File: src/rtl/controller_regs_m.sv
`timescale 1ns / 1ps
// controller_regs_m: polls controller_interface_m once per frame and presents the held,
// newly-pressed and newly-released button masks as eight read-only CPU registers.
module controller_regs_m #(
  parameter int unsigned START_CYCLES  = 9,
  parameter int unsigned SETTLE_CYCLES = 10
) (
  input  logic       clk_1,
  input  logic       rst,
  input  logic       frame_tick,
  output logic       ctrl_start,
  input  logic [7:0] controller_1_data_in,
  input  logic [7:0] controller_2_data_in,
  input  logic       cpu_read,
  input  logic [2:0] cpu_address,
  output logic [7:0] cpu_data_out,
  output logic       snapshot_valid,
  output logic       busy
);

  localparam int unsigned MaxCycles = (START_CYCLES > SETTLE_CYCLES) ? START_CYCLES
                                                                     : SETTLE_CYCLES;
  localparam int unsigned CntBits   = $clog2(MaxCycles + 1);
  localparam int unsigned CntW      = (CntBits > 5) ? CntBits : 5;

  localparam logic [CntW-1:0] StartLoad  = CntW'(START_CYCLES);
  localparam logic [CntW-1:0] SettleLoad = CntW'(SETTLE_CYCLES);
  localparam logic [CntW-1:0] CntOne     = CntW'(1);

  typedef enum logic [1:0] {
    StIdle,
    StStart,
    StSettle
  } state_e;

  state_e          state_q, state_d;
  logic [CntW-1:0] cnt_q, cnt_d;
  logic            capture;

  logic [7:0] held1_q, held1_d, held2_q, held2_d;
  logic [7:0] pressed1_q, pressed1_d, pressed2_q, pressed2_d;
  logic [7:0] released1_q, released1_d, released2_q, released2_d;
  logic       overrun_q, overrun_d;
  logic       ctrl_start_q, ctrl_start_d;
  logic       busy_q, busy_d;
  logic       snapshot_valid_q, snapshot_valid_d;

  // Poll sequencer: a count of N expires on the N-th edge after it is loaded, so START lasts
  // START_CYCLES cycles and the capture lands SETTLE_CYCLES edges after START ends.
  always_comb begin
    state_d = state_q;
    cnt_d   = cnt_q;
    capture = 1'b0;
    unique case (state_q)
      StIdle: begin
        if (frame_tick) begin
          state_d = StStart;
          cnt_d   = StartLoad;
        end
      end
      StStart: begin
        if (cnt_q == CntOne) begin
          state_d = StSettle;
          cnt_d   = SettleLoad;
        end else begin
          cnt_d = cnt_q - CntOne;
        end
      end
      StSettle: begin
        if (cnt_q == CntOne) begin
          state_d = StIdle;
          cnt_d   = '0;
          capture = 1'b1;
        end else begin
          cnt_d = cnt_q - CntOne;
        end
      end
      default: begin
        state_d = StIdle;
        cnt_d   = '0;
      end
    endcase
  end

  // Register file next state: clear-on-read is applied first so that bits set by a
  // coinciding capture survive the read.
  always_comb begin
    held1_d     = held1_q;
    held2_d     = held2_q;
    pressed1_d  = pressed1_q;
    pressed2_d  = pressed2_q;
    released1_d = released1_q;
    released2_d = released2_q;
    overrun_d   = overrun_q;

    if (cpu_read) begin
      unique case (cpu_address)
        3'd2:    pressed1_d  = '0;
        3'd3:    pressed2_d  = '0;
        3'd4:    released1_d = '0;
        3'd5:    released2_d = '0;
        3'd6:    overrun_d   = 1'b0;
        default: ;
      endcase
    end

    if (capture) begin
      held1_d     = controller_1_data_in;
      held2_d     = controller_2_data_in;
      pressed1_d  = pressed1_d  | (controller_1_data_in & ~held1_q);
      pressed2_d  = pressed2_d  | (controller_2_data_in & ~held2_q);
      released1_d = released1_d | (held1_q & ~controller_1_data_in);
      released2_d = released2_d | (held2_q & ~controller_2_data_in);
    end

    // A tick that arrives mid-poll is dropped but remembered.
    if (frame_tick && (state_q != StIdle)) begin
      overrun_d = 1'b1;
    end

    ctrl_start_d     = (state_d == StStart);
    busy_d           = (state_d != StIdle);
    snapshot_valid_d = capture;
  end

  // All state, including the registered outputs, with asynchronous reset.
  always_ff @(posedge clk_1 or posedge rst) begin
    if (rst) begin
      state_q          <= StIdle;
      cnt_q            <= '0;
      held1_q          <= '0;
      held2_q          <= '0;
      pressed1_q       <= '0;
      pressed2_q       <= '0;
      released1_q      <= '0;
      released2_q      <= '0;
      overrun_q        <= 1'b0;
      ctrl_start_q     <= 1'b0;
      busy_q           <= 1'b0;
      snapshot_valid_q <= 1'b0;
    end else begin
      state_q          <= state_d;
      cnt_q            <= cnt_d;
      held1_q          <= held1_d;
      held2_q          <= held2_d;
      pressed1_q       <= pressed1_d;
      pressed2_q       <= pressed2_d;
      released1_q      <= released1_d;
      released2_q      <= released2_d;
      overrun_q        <= overrun_d;
      ctrl_start_q     <= ctrl_start_d;
      busy_q           <= busy_d;
      snapshot_valid_q <= snapshot_valid_d;
    end
  end

  // Zero-latency read mux; reads return the pre-edge value.
  always_comb begin
    cpu_data_out = 8'h00;
    unique case (cpu_address)
      3'd0:    cpu_data_out = held1_q;
      3'd1:    cpu_data_out = held2_q;
      3'd2:    cpu_data_out = pressed1_q;
      3'd3:    cpu_data_out = pressed2_q;
      3'd4:    cpu_data_out = released1_q;
      3'd5:    cpu_data_out = released2_q;
      3'd6:    cpu_data_out = {6'b0, overrun_q, busy_q};
      default: cpu_data_out = 8'h00;
    endcase
  end

  assign ctrl_start     = ctrl_start_q;
  assign busy           = busy_q;
  assign snapshot_valid = snapshot_valid_q;

endmodule
File: config.mk
export PLATFORM = sky130hd
export DESIGN_NAME = controller_regs_m
export DESIGN_NICKNAME = d
export VERILOG_FILES = /design/src/rtl/controller_regs_m.sv
export SDC_FILE = /design/constraint.sdc
export NUM_CORES = 1
export LEC_CHECK = 0
export CORE_MARGIN = 1
export CORE_UTILIZATION = 35
export CTS_CLUSTER_DIAMETER = 50
export DETAILED_ROUTE_END_ITERATION = 12
export REMOVE_ABC_BUFFERS = 1
export SYNTH_ARGS = -nofsm -noshare
export SYNTH_HDL_FRONTEND = slang
export SYNTH_SLANG_ARGS = --single-unit
File: constraint.sdc
create_clock -name clk_1 -period 2 [get_ports clk_1]
set_input_delay 0.4 -clock clk_1 [delete_from_list [all_inputs] [get_ports clk_1]]
set_output_delay 0.4 -clock clk_1 [all_outputs]
set_load 0.005 [all_outputs]
; Yosys cells after proc, flatten, opt, wreduce, memory -nomap -nowiden
; Index checks and enable logic that the tools add are counted.
[classes]
bitwise_logic = 12
mux = 26
n_eq_ne = 11
addsub = 1
reduce_logical = 8
[ops]
columns = op, count
row1 = 8-bit two-way mux, 12
row2 = 8-bit case mux with 7 select lines, 1
row3 = 8-bit AND, 4
row4 = 8-bit NOT, 4
row5 = 8-bit OR, 4
row6 = 5-bit two-way mux, 3
row7 = 5-bit case mux with 3 select lines, 1
row8 = "3-bit equality test, second input constant", 3
row9 = 2-bit nonzero test, 4
row10 = "3-bit by 2-bit equality test with 1-bit output, second input constant", 2
row11 = 2-bit two-way mux, 3
row12 = 2-bit case mux with 3 select lines, 1
row13 = "5-bit by 1-bit equality test with 1-bit output, second input constant", 1
row14 = 1-bit two-way mux, 5
row15 = "5-bit by 1-bit subtractor with 5-bit output, second input constant", 1
row16 = "2-bit by 1-bit equality test with 1-bit output, second input constant", 2
row17 = "3-bit by 1-bit equality test with 1-bit output, second input constant", 1
row18 = 3-bit logical NOT, 1
row19 = "2-bit equality test, second input constant", 1
row20 = 2-bit logical NOT, 1
row21 = "2-bit inequality test, second input constant", 1
row22 = 2-bit AND reduction, 1
row23 = 1-bit logical AND, 1
[totals]
out_inout_bits = 11
inputBits = 23
regBits = 59

; Longest topological paths before layout
; Gate-level depths: netlist of the first run.
[depth]
word_depth = 5
depth_mapped = 8
mapped_depth_nobuf = 6

; Worst setup path after synthesis of the first run
; No wires, ideal clock.
[synth_path]
kind = input to output
start = in cpu_address[0]
end = out cpu_data_out[2]
required_ps = 1600
setup_slack_ps = 234
n_path_buf = 2
cell_stages = 6
t_arrival_ps = 1366
cell_sequence = buf_2 > buf_2 > mux2i_1 > nor2_1 > a31oi_1 > o221ai_1
[synth_between]
elab_chain_cells = 2
[synth_lines]
columns = item, line_no
row1 = start: declaration, 15  ; input logic [2:0] cpu_address,
row2 = 3-bit equality test (tied with other cells), 160  ; unique case (cpu_address)
row3 = 8-bit case mux with 7 select lines *, 160
row4 = end: declaration, 16  ; output logic [7:0] cpu_data_out,
; Mark *: on every way between the ends. The rest lies on a longest branch, timed or not.

; Worst setup path in the final report of the first run
[layout_path]
start = reg pressed2_q[3]
end = out cpu_data_out[3]
[layout_between]
elab_chain_cells = 1
[layout_lines]
columns = item, line_no
row1 = start: declaration, 41  ; logic [7:0] pressed1_q, pressed1_d, pressed2_q, pressed2_d;
row2 = start signal: assignment, 147  ; pressed2_q <= pressed2_d;
row3 = 8-bit case mux with 7 select lines, 160
; Every way passes these cells.

==> qor.txt, run 1 <==
status: complete, no violations
flops & latches, synth: 59
Area growth syn-to-layout: 32.8%
setup ws final: 0.0733 ns
Yosys warnings: 0
Lkg Pwr: 1.78 nW
Placed Area: 3480 µm²
dpl ws: -0.608 ns
fin. max-slew vios: 0
Max IR drop VDD: 588 µV
Post-Syn Area: 2870 µm²
post-synth cell types: 38
post-placement cell count: 402
register area: 1480 µm²
DRT Pass-1 Iters: 4
unrepaired setup endpoints after global routing: no
Final Critical Period: 1.93 ns
initial antenna violation count: 0
DR WL/cell: 16.7 µm
share of cells above drive strength 1: 20.9%
Core ar.: 7810 µm²
vias per inst: 5.30
commonest cells after routing, fill and taps aside: dfrtp_1, inv_1, a32o_1
die height: 92.5 µm
Reg clk slew, reported paths: 0.07 ns
H-tree depth: 3
die area: 8560 µm²
critical path data arrival time: 1.53 ns
endpoints failing hold: 0
Clock Skews: 0.00896 ns
Final setup viols: 0
post-route insts no fill: 427
post-synthesis sequential area ratio: 51.5%
Routed Antenna Nets: 0
Worst Setup Start Kind: register
Slew Limit Headroom: 70.1%
power per standard cell area: 878 nW/µm²
Initial Utilization: 36.7%
Std-Cell Rows: 32
EDFF count, synth: 0
largest net degree at the start of global routing: 60
fin area: 3810 µm²
Total GRT Usage: 17.6%
first-pass GRT wire length: 11.4 mm
Final period util: 96.3%
NumNets Final: 345
R2R depth: 8
f_max: 519 MHz
worst skew pair latency: 0.34 ns
gr ovfl total: 0
GP Congestion: 0.812
residual DRC count: 0
port bufs: 33
Tightest Pin Transition: 0.449 ns
Root Driver: clkbuf_8
Hold Crit Class: input port to async pin
commonest non-fill, non-tap cell in the layout: dfrtp_1
Sinks on Clock Net: 59
antenna diode instance count: 0
ys async rst share: 100%
Mapped Avg Cell Area: 11.2 µm²
Vias: 2265
largest fanout on the critical path: 2
Mapped Cells: 255
Req. time, crit path: 1.60 ns
Clock Path Buffers: 2
CTS tree: built
Starting DRT DRC Count: 121
Fillers: 730
total CTS buffers: 9
wirelength, routed: 7.11 mm
Max-Cap Viols: 0
multi-input combinational cell area: 1180 µm²
number of global-route vias before repair: 2278
critical path class: register to primary output
Detailed Place HPWL: 4.43 mm
IO Pins: 34
die extent in x: 92.5 µm
Post-synth top flop: dfrtp_1
Setup crit end kind: primary output
-- stage by stage --
step | util [%] | setup TNS (ns) | power (W) | hold slack, ns
final | 48.8 | 0 | 0.00334 | 0.439
after global routing | 48.8 | 0 | 0.00354 | 0.461
after CTS | 48.3 | -0.0324 | 0.00338 | 0.438
after detailed placement | 44.6 | -5.52 | 0.00212 | 0.463
after global placement | 44.6 | -5.67 | 0.00210 | 0.461
after floorplan | - | -26.38 | 0.00184 | 0.444
-- sequential cells by signal (all words and copies together) (netlist names) --
| signal | count |
|---|---|
| held1_q | 8 |
| held2_q | 8 |
| ctrl_start | 1 |
| released2_q | 8 |
| pressed1_q | 8 |
| snapshot_valid | 1 |
| overrun_q | 1 |
| cnt_q | 5 |
| pressed2_q | 8 |
| released1_q | 8 |
| busy | 1 |
| state_q | 2 |
-- per-layer routing --
metal / up-vias / global-route usage (%) / share of wire (%)
li1: 1062 / - / -
met5: - / 0 / 0
met3: 8 / 5.58 / 5.8
met2: 63 / 27.5 / 47
met4: 0 / 5.86 / 1.1
met1: 1132 / 22.9 / 46
-- worst max-delay path: stages (launching register included) --
cell	delay, ns
dfrtp_1	0.39
mux4_2	0.46
inv_1	0.06
o22ai_1	0.07
clkdlybuf4s15_1	0.20
-- cell type report --
class,count,area share (%)
clock buffer,10,3.61
timing repair buffer,67,17.3
sequential,59,38.8
multi-input combinational,145,30.9
clock inverter,6,2.33
tap,102,3.35
inverter,38,3.75
-- cells in the mapped netlist (2+ instances only) --
master / count / area (µm²)
nand2b_1: 2 / 12.5
ha_1: 2 / 25.0
a32o_1: 32 / 320
dfrtp_1: 59 / 1480
a31oi_1: 5 / 31.3
a21oi_1: 2 / 10.0
mux4_2: 3 / 67.6
a311oi_1: 2 / 17.5
buf_2: 7 / 35.0
o22ai_1: 2 / 12.5
nor2b_1: 4 / 25.0
nor3_1: 2 / 10.0
clkbuf_1: 3 / 11.3
mux2i_1: 28 / 280
o21ai_0: 12 / 60.1
o221ai_1: 5 / 43.8
nand2_1: 15 / 56.3
nor2_1: 9 / 33.8
inv_1: 38 / 143
xor2_1: 2 / 17.5
nand3_1: 4 / 20.0
-- power breakdown --
group	switching [W]	internal (W)	leakage, nW
registers	0.000144	0.00131	0.714
clock network	0.000492	0.000735	0.108
logic	0.000321	0.000342	0.955
-- path summary, 6_finish.rpt --
path | from | endpoint | slack, ns
max | pressed2_q[3] | cpu_data_out[3] | 0.07
min | rst | pressed1_q[0] | 0.44
max reg2reg | cnt_q[1] | released2_q[1] | 0.11
min reg2reg | overrun_q | overrun_q | 0.48
max in group asynchronous | rst | pressed1_q[1] | 1.29
min in group clk_1 | overrun_q | overrun_q | 0.48
-- kinds of logic (layout without fill, tap and decap cells) --
logic type               after synthesis  in the layout  share of synthesized area, %
AO/OA/AOI/OAI                         67             67                          19.3
flip-flops                            59             59                          51.5
buffers and inverters                 51            121                          7.94
AND/OR/NAND/NOR                       42             42                          7.37
multiplexers                          31             31                          12.1
XOR/XNOR                               3              3                         0.916
adder cells (fa/ha/maj)                2              2                         0.872
-- what timing repair did --
item | in CTS | in global routing
setup buffers | 5 | 3
setup endpoints to repair | 8 | 15
cloned | 1 | 1
hold buffers | 0 | 0
resized for setup | 38 | 7
pin swaps | 3 | 3
No activity file was read; power rests on OpenSTA's default activity.
==> run 2: changes to the inputs <==
CTS_CLUSTER_SIZE = 8   (was not set)
GPL_TIMING_DRIVEN = 0   (was not set)
==> run 2 against run 1 <==
  * Routed wire length shrank 11%
  * First-iteration DRC count shrank 11%
  * Sequential power is essentially flat
  * Power shrank 8.4%
  * Non-clock buffer count shrank 22
==> qor.txt, run 2 (synthesis gave the netlist of run 1 again) <==
fin area: 3560 µm²
antenna diode instance count: 0
total CTS buffers: 9
hold_buf cts: 0
residual DRC count: 0
GP Congestion: 0.822
share of cells above drive strength 1: 15.2%
first-pass GRT wire length: 10.8 mm
Max IR drop VDD: 676 µV
Detailed Place HPWL: 4.21 mm
Area growth syn-to-layout: 24.0%
Sinks on Clock Net: 59
Slew Limit Headroom: 62.2%
fin util: 45.6%
DR WL/cell: 15.6 µm
Hold Crit Class: input port to async pin
IO Pins: 34
DRT Pass-1 Iters: 4
H-tree depth: 3
r2r endpoint: held1_q[6]
commonest non-fill, non-tap cell in the layout: dfrtp_1
critical path data arrival time: 1.50 ns
met3 WL: 348 µm
status: complete, no violations
end of the critical path: cpu_data_out[3]
Placed Area: 3320 µm²
Clock Path Buffers: 2
Fillers: 751
wirelength, routed: 6.30 mm
Final Critical Period: 1.90 ns
gr ovfl total: 0
vias per inst: 5.27
FF-to-FF setup slack: 0.18 ns
Lkg Pwr: 1.64 nW
worst skew pair latency: 0.33 ns
largest net degree at the start of global routing: 36
met2 WL: 3.00 mm
Initial Utilization: 36.7%
die area: 8560 µm²
initial antenna violation count: 0
fin. max-slew vios: 0
number of global-route vias before repair: 2196
Starting DRT DRC Count: 108
Tightest Pin Transition: 0.566 ns
Std-Cell Rows: 32
endpoints failing hold: 0
Max-Cap Viols: 0
commonest cells after routing, fill and taps aside: dfrtp_1, inv_1, a32o_1
port bufs: 33
Hold WS: 0.443 ns
largest fanout on the critical path: 2
highest metal used: met4
die height: 92.5 µm
critical path class: register to primary output
beginning of the critical path: pressed2_q[3]
NumNets Final: 323
Setup crit end kind: primary output
met1 wire length: 2.90 mm
R2R depth: 8
Total GRT Usage: 16.6%
die extent in x: 92.5 µm
Worst Setup Start Kind: register
Routed Antenna Nets: 0
Final setup viols: 0
Req. time, crit path: 1.60 ns
unrepaired setup endpoints after global routing: no
Root Driver: clkbuf_8
Reg clk slew, reported paths: 0.07 ns
Final period util: 95.2%
CTS tree: built
Clock Skews: 0.00855 ns
Worst R2R Start: cnt_q[1]
f_max: 525 MHz
Core ar.: 7810 µm²
Vias: 2135
power per standard cell area: 861 nW/µm²
[run 2: layout make-up]
cell class                      instances  area [µm²]  share of cell area (%)
Clock buffer                           12         155                    4.36
Clock inverter                          4        25.0                   0.703
Inverter                               38         143                    4.01
Multi-Input combinational cell        145        1190                    33.4
Sequential cell                        59        1480                    41.5
Tap cell                              102         128                    3.59
Timing Repair Buffer                   45         443                    12.5
[run 2: power by group]
part	switching, W	internal [W]
logic	0.000316	0.000326
clock network	0.000461	0.000513
registers	0.000136	0.00131
total	0.000913	0.00215
[run 2: worst min path at each step]
| stage | from | endpoint | slack (ns) | cells past startpoint |
|---|---|---|---|---|
| after CTS | cpu_address[1] | overrun_q | 0.44 | 4 |
| final | rst | ctrl_start | 0.44 | 2 |
| after global placement | overrun_q | overrun_q | 0.46 | 2 |
| after detailed placement | overrun_q | overrun_q | 0.47 | 2 |
| after global routing | cpu_address[1] | overrun_q | 0.49 | 4 |
| after floorplan | overrun_q | overrun_q | 0.44 | 2 |
[run 2: worst max-delay path, stage by stage (launching register included)]
cell and delay [ns]:
dfrtp_1 0.37, mux4_2 0.46, inv_1 0.06, o22ai_1 0.07, clkdlybuf4s15_1 0.20
[run 2: what timing repair did]
action                                  4_1_cts  5_1_grt
endpoints found under the setup margin       53       23
setup buffers                                 6        3
pin swaps                                     1        3
resized for setup                            37        8
[run 2: routing by layer]
metal / vias to the layer above / global-route usage, %
li1: 1019 / -
met1: 1060 / 21.9
met2: 48 / 26.3
met3: 8 / 4.84
met4: 0 / 4.69
met5: - / 0
[run 2: through the flow]
| stage | total power [W] | setup TNS [ns] | setup WS [ns] | std cells |
|---|---|---|---|---|
| floorplan | 0.00184 | -26.38 | -0.544 | 242 |
| global placement | 0.00207 | -129.66 | -1.44 | 377 |
| CTS | 0.00308 | 0 | 0.0227 | 403 |
| global route | 0.00326 | 0 | 0.0170 | 405 |
| finish | 0.00306 | 0 | 0.0966 | 405 |
| detailed placement | 0.00208 | -43.44 | -1.45 | 381 |
